<file path="src/rtl/lc3b_types.sv">
// Shared types for the LC-3b pipeline control logic.
// Contents:
//   lc3b_pctrl_state - MEM-stage access sequencer state
//     ACC1 : first (or only) data access of the instruction in exmem
//     ACC2 : second access of an LDI/STI, after the pointer was fetched
//     HOLD : data access finished, waiting for the IF stage to catch up
package lc3b_types;

  typedef enum logic [1:0] {
    ACC1 = 2'd0,
    ACC2 = 2'd1,
    HOLD = 2'd2
  } lc3b_pctrl_state;

endpackage

</file>
<file path="src/rtl/pipe_perf_cnt.sv">
// Saturating event counter used for pipeline performance statistics.
// Ports:
//   clk    - clock
//   rst_n  - asynchronous active-low reset, clears the count
//   i_inc  - count enable for this cycle
//   o_cnt  - current count, sticks at all-ones
module pipe_perf_cnt #(
  parameter int W = 16
) (
  input  logic         clk,
  input  logic         rst_n,
  input  logic         i_inc,
  output logic [W-1:0] o_cnt
);

  logic [W-1:0] r_cnt;

  always_ff @(posedge clk or negedge rst_n) begin
    if (!rst_n) begin
      r_cnt <= '0;
    end else if (i_inc && (r_cnt != {W{1'b1}})) begin
      r_cnt <= r_cnt + 1'b1;
    end
  end

  assign o_cnt = r_cnt;

endmodule

</file>
<file path="src/rtl/lc3b_pipe_ctrl.sv">
// Stall/flush sequencer for the 5-stage LC-3b pipeline.
// Drives advance/flush of the ifid, idex, exmem, memwb registers and the PC
// enable/mux, sequences MEM-stage data accesses (two accesses for LDI/STI)
// and arbitrates memory stalls, load-use bubbles and taken redirects.
// Optional build macro: LC3B_PIPE_PERF_EN adds stall_cycles, bubble_cnt and
// redirect_cnt saturating counters (CNT_W bits each).
// Ports:
//   clk, rst_n                 - clock, asynchronous active-low reset
//   imem_read, imem_resp       - IF fetch request / response pulse
//   mem_dreq, mem_dwrite       - exmem needs a data access / it is a store
//   mem_indirect               - exmem holds LDI/STI
//   dmem_resp                  - D-memory response pulse
//   id_load_use                - load-use hazard between idex and ID
//   mem_br_taken               - exmem resolves a taken redirect
//   dmem_read, dmem_write      - D-memory strobes
//   ind_latch                  - capture indirect pointer into MAR
//   advance_*, flush_*         - pipeline register controls
//   pc_load, pc_redirect       - PC enable and target select
module lc3b_pipe_ctrl
  import lc3b_types::*;
#(
  parameter int CNT_W = 16
) (
  input  logic             clk,
  input  logic             rst_n,
  input  logic             imem_read,
  input  logic             imem_resp,
  input  logic             mem_dreq,
  input  logic             mem_dwrite,
  input  logic             mem_indirect,
  input  logic             dmem_resp,
  input  logic             id_load_use,
  input  logic             mem_br_taken,
  output logic             dmem_read,
  output logic             dmem_write,
  output logic             ind_latch,
  output logic             advance_ifid,
  output logic             advance_idex,
  output logic             advance_exmem,
  output logic             advance_memwb,
  output logic             flush_ifid,
  output logic             flush_idex,
  output logic             flush_exmem,
  output logic             pc_load,
  output logic             pc_redirect
`ifdef LC3B_PIPE_PERF_EN
  ,
  output logic [CNT_W-1:0] stall_cycles,
  output logic [CNT_W-1:0] bubble_cnt,
  output logic [CNT_W-1:0] redirect_cnt
`endif
);

  lc3b_pctrl_state r_st;
  lc3b_pctrl_state w_st_next;
  logic w_rd, w_wr, w_il, w_mem_done;
  logic w_istall, w_dstall, w_stall;

  // Access sequencing: strobes and completion depend only on state and inputs.
  always_comb begin
    w_rd       = 1'b0;
    w_wr       = 1'b0;
    w_il       = 1'b0;
    w_mem_done = 1'b0;
    case (r_st)
      ACC1: begin
        // An indirect access always reads the pointer first, even for STI.
        w_rd = mem_dreq & (mem_indirect | ~mem_dwrite);
        w_wr = mem_dreq & ~mem_indirect & mem_dwrite;
        if (dmem_resp) begin
          if (mem_indirect) w_il = 1'b1;
          else              w_mem_done = 1'b1;
        end
      end
      ACC2: begin
        w_rd       = ~mem_dwrite;
        w_wr       = mem_dwrite;
        w_mem_done = dmem_resp;
      end
      HOLD: begin
        // Data already captured; do not re-issue while IF is still stalled.
        w_mem_done = 1'b1;
      end
      default: ;
    endcase
  end

  assign w_istall = imem_read & ~imem_resp;
  assign w_dstall = mem_dreq & ~w_mem_done;
  assign w_stall  = w_istall | w_dstall;

  always_comb begin
    w_st_next = r_st;
    if (!w_stall)                   w_st_next = ACC1;
    else if (w_mem_done & w_istall) w_st_next = HOLD;
    else if (w_il)                  w_st_next = ACC2;
  end

  always_ff @(posedge clk or negedge rst_n) begin
    if (!rst_n) r_st <= ACC1;
    else        r_st <= w_st_next;
  end

  // Pipeline controls. Reset forces every register into its cleared state.
  always_comb begin
    dmem_read     = 1'b0;
    dmem_write    = 1'b0;
    ind_latch     = 1'b0;
    advance_ifid  = 1'b0;
    advance_idex  = 1'b0;
    advance_exmem = 1'b0;
    advance_memwb = 1'b0;
    flush_ifid    = 1'b0;
    flush_idex    = 1'b0;
    flush_exmem   = 1'b0;
    pc_load       = 1'b0;
    pc_redirect   = 1'b0;
    if (!rst_n) begin
      flush_ifid  = 1'b1;
      flush_idex  = 1'b1;
      flush_exmem = 1'b1;
    end else begin
      dmem_read  = w_rd;
      dmem_write = w_wr;
      ind_latch  = w_il;
      if (w_stall) begin
        // whole pipe frozen, defaults already hold everything
      end else if (mem_br_taken) begin
        // Redirect wins over load-use: the younger instructions are discarded.
        advance_memwb = 1'b1;
        flush_ifid    = 1'b1;
        flush_idex    = 1'b1;
        flush_exmem   = 1'b1;
        pc_load       = 1'b1;
        pc_redirect   = 1'b1;
      end else if (id_load_use) begin
        // Hold IF/ID and PC, inject a bubble into idex.
        flush_idex    = 1'b1;
        advance_exmem = 1'b1;
        advance_memwb = 1'b1;
      end else begin
        advance_ifid  = 1'b1;
        advance_idex  = 1'b1;
        advance_exmem = 1'b1;
        advance_memwb = 1'b1;
        pc_load       = 1'b1;
      end
    end
  end

`ifdef LC3B_PIPE_PERF_EN
  logic w_bubble_ev, w_redirect_ev;
  assign w_bubble_ev   = ~w_stall & id_load_use & ~mem_br_taken;
  assign w_redirect_ev = ~w_stall & mem_br_taken;

  pipe_perf_cnt #(.W(CNT_W)) u_stall_cnt (
    .clk(clk), .rst_n(rst_n), .i_inc(w_stall), .o_cnt(stall_cycles)
  );
  pipe_perf_cnt #(.W(CNT_W)) u_bubble_cnt (
    .clk(clk), .rst_n(rst_n), .i_inc(w_bubble_ev), .o_cnt(bubble_cnt)
  );
  pipe_perf_cnt #(.W(CNT_W)) u_redirect_cnt (
    .clk(clk), .rst_n(rst_n), .i_inc(w_redirect_ev), .o_cnt(redirect_cnt)
  );
`endif

endmodule

</file>
<file path="config.mk">
export PLATFORM = sky130hd
export DESIGN_NAME = lc3b_pipe_ctrl
export DESIGN_NICKNAME = d
export VERILOG_FILES = /design/src/rtl/lc3b_types.sv /design/src/rtl/pipe_perf_cnt.sv /design/src/rtl/lc3b_pipe_ctrl.sv
export SDC_FILE = /design/constraint.sdc
export NUM_CORES = 1
export LEC_CHECK = 0
export ABC_AREA = 1
export CORE_AREA = 2 2 39 41
export DETAILED_ROUTE_END_ITERATION = 16
export DIE_AREA = 0 0 41 43
export GPL_TIMING_DRIVEN = 0
export PLACE_DENSITY_LB_ADDON = 0.08
export SETUP_SLACK_MARGIN = 0.05
export SLEW_MARGIN = 10
export SYNTH_ARGS = -nofsm -noshare
export SYNTH_HDL_FRONTEND = slang
export SYNTH_SLANG_ARGS = --single-unit
</file>
<file path="constraint.sdc">
create_clock -name clk -period 1.98 [get_ports clk]
set_clock_uncertainty 0.2 [all_clocks]
set_input_delay 0.396 -clock clk [delete_from_list [all_inputs] [get_ports clk]]
set_output_delay 0.396 -clock clk [all_outputs]
set_load 0.05 [all_outputs]
</file>
==> impl_metrics.csv <==
group,metric,value,unit
logic_synthesis,syn_avg_cell_area,6.70,um2
floorplanning,initial_core_util,21.8,%
routing,finalWirelength,850,um
logic_synthesis,ys_warn_count,0,
worst_hold_path,hp-class,"flip-flop to flip-flop",
setup_path,cp_cell_sequence,"nor2_4, nand2_4, nand3_4, nand3_4, nor2_4, buf_6, buf_8",
floorplanning,die_w,41,um
sta,finalMaxSlewViolations,0,
sta,setup_slack,-0.0212,ns
pwr,cellLeakagePower,0.334,nW
logic_synthesis,synth_area,302,um2
cells_and_area,fin_nets,89,
sta,hold_viol,0,
sta,fin_crit,2.00,ns
run_status,violations,"setup timing",
routing,viasPerCell,4.29,
setup_path,r2r_slack,0.70,ns
sta,worstMarginPinSlew,0.250,ns
routing,ant_nets,0,
floorplanning,fp.dieH,43,um
logic_synthesis,synth_cell_type_count,16,
setup_path,critPathRequiredTime,1.38,ns
clock_tree,htreeDepth,1,
cells_and_area,largest_reg_flops,2,
sta,period_share,101,%
setup_path,cp_max_fo,5,
floorplanning,num_io_pins,22,
placed_design,dpl.cell_count,82,
logic_synthesis,yosysSeqAreaShare,16.6,%
cells_and_area,finish.utilization,52.2,%
clock_tree,clk_pin_slew_worst_paths,0.04,ns
cells_and_area,fin_cells,94,
cells_and_area,area_growth,139,%
sta,slew-limit-headroom,83.3,%
clock_tree,cts-root-buf,"clkbuf_4",
global_route,grt_pass1_vias,372,
routing,drt_iter0_markers,1,
cells_and_area,antennaDiodeCount,0,
logic_synthesis,synthCells,45,
setup_path,worst_ep_arrival_time,1.41,ns
logic_synthesis,post-synth-top-area-fraction,16.6,%
placed_design,gpl.final_weighted_congestion,0.671,
global_route,grt_max_degree,6,
setup_path,crit_type,"flip-flop to primary output",
logic_synthesis,syn-num-nets,55,
placed_design,post-dp-hpwl,647,um
placed_design,place_ws,-1.00,ns
logic_synthesis,synthTopCellsByArea,"dfrtp_1 (17%), nand3_4 (12%), inv_1 (10%), nor2_1 (8.7%), a21oi_1 (8.3%)",
setup_path,cp_slowest_cell,"dfrtp_2",
sta,rsz0062_at_grt,"true",
clock_tree,clockBufferDepth,2,
floorplanning,die_area,0.00176,mm2
clock_tree,insertion_delay,0.23,ns
cells_and_area,layout-drive-gt1-share,64.1,%
pwr,vdd_drop_max,0.261,mV
routing,wl_per_cell,9.04,um
routing,drc,0,
routing,num_vias,403,
global_route,grt_pass1_wl,1460,um
sta,finalSetupViolations,2,
flow_run,max_cap_violations,0,
routing,firstDrtPassIters,2,
cells_and_area,top_register,"r_st",
clock_tree,cts_sinks,2,
placed_design,numPortBuffers,21,
floorplanning,rows,14,
setup_path,worst_setup_path_start_kind,"flip-flop",
floorplanning,coreArea,0.00138,mm2
sta,fmax,500,MHz
setup_path,crit_path_end_kind,"primary output",
clock_tree,tritoncts.num_buffers,3,
logic_synthesis,synth_top_area_cell,"dfrtp_1",
logic_synthesis,synth-seq-cells,2,
global_route,gr-usage-all-layers,12.7,%
pwr,power_density,550,mW/mm2
setup_path,critPathMaxStageDelay,0.43,ns
run_status,status,"finished, violations left",
cells_and_area,top_regs,"r_st (2)",
clock_tree,cts_tree,"yes",
pwr,total_power,397,uW
global_route,grt_overflow_total,0,
global_route,antenna_found_initial,0,
## final timing paths
| kind | end | start | cells after the start |
|---|---|---|---|
| max | advance_ifid | r_st[1] | 7 |
| min | r_st[0] | r_st[0] | 2 |
| max reg2reg | r_st[1] | r_st[0] | 6 |
| min reg2reg | r_st[0] | r_st[0] | 2 |
| max in group asynchronous | r_st[1] | rst_n | 2 |
| min in group asynchronous | r_st[1] | rst_n | 2 |
## worst max-delay path, delay by kind of cell, from the launching register on
family	cells	cell delay, ns
buffers and inverters	2	0.23
and+or+nand+nor	5	0.51
DFF	1	0.43
## timing repair
item,in CTS,in global routing
endpoints found under the setup margin,12,12
hold endpoints to repair,2,0
buffers inserted,7,0
hold buffers,1,0
pin swaps,7,1
resized for setup,108,7
## metal layers
metal  up-vias  global-route usage (%)  wire length [um]
met4         0                    12.0                 0
met2        14                    16.6               437
met5         -                       0                 0
met1       175                    15.8               359
met3         0                    3.14                53
li1        214                       -                 -
## cell usage after synthesis (all sizes together)
cell    number
a21oi        5
buf          2
dfrtp        2
inv          9
nand2        6
nand3        6
nand3b       2
nand4        1
nor2        10
nor4         1
o211ai       1
## through the flow
| step | TNS (ns) | cell area (um2) | hold slack (ns) |
|---|---|---|---|
| after floorplan | -0.154 | 340 | -0.0996 |
| after global placement | -10.79 | 571 | 0.409 |
| after detailed placement | -10.71 | 571 | 0.422 |
| after CTS | -0.0667 | 701 | 0.374 |
| after global routing | -0.363 | 722 | 0.403 |
| final | -0.0385 | 722 | 0.369 |
## cells in the final DEF, fill, tap and decap left out, types with 2 or more instances in the layout
cell / synthesis / routed
buf_6: 0 / 9
buf_4: 2 / 8
dlygate4sd2_1: 0 / 6
nor2_4: 0 / 5
inv_2: 1 / 4
inv_1: 8 / 4
buf_8: 0 / 4
nand2_1: 4 / 3
nand3_4: 2 / 3
nor2_1: 7 / 3
a21oi_1: 5 / 3
clkbuf_4: 0 / 3
nor2_2: 3 / 2
nand2_4: 2 / 2
nand3b_1: 2 / 2
nand3_2: 1 / 2
a21oi_2: 0 / 2
clkdlybuf4s15_2: 0 / 2
## logic make-up after synthesis
group                  after synthesis  synth area share (%)
and+or+nand+nor                     26                  56.4
buffers and inverters               11                  16.2
AOI/OAI and AO/OA                    6                  10.8
DFF                                  2                  16.6
## power breakdown
part	leakage (nW)	switching, mW	internal (mW)	total, mW
sequential	0.0252	0.00654	0.0464	0.0530
combinational	0.294	0.140	0.101	0.241
clock	0.0150	0.0280	0.0752	0.103
total	0.334	0.174	0.222	0.397
## cell type report
| class | count | area [um2] |
|---|---|---|
| buffer | 2 | 22.5 |
| clock buffer | 4 | 26.3 |
| fill | 137 | 662 |
| inverter | 9 | 36.3 |
| multi-input combinational | 32 | 272 |
| sequential | 2 | 51.3 |
| tap | 16 | 20.0 |
| timing repair buffer | 29 | 294 |
Power figures use the tool's default switching activity.
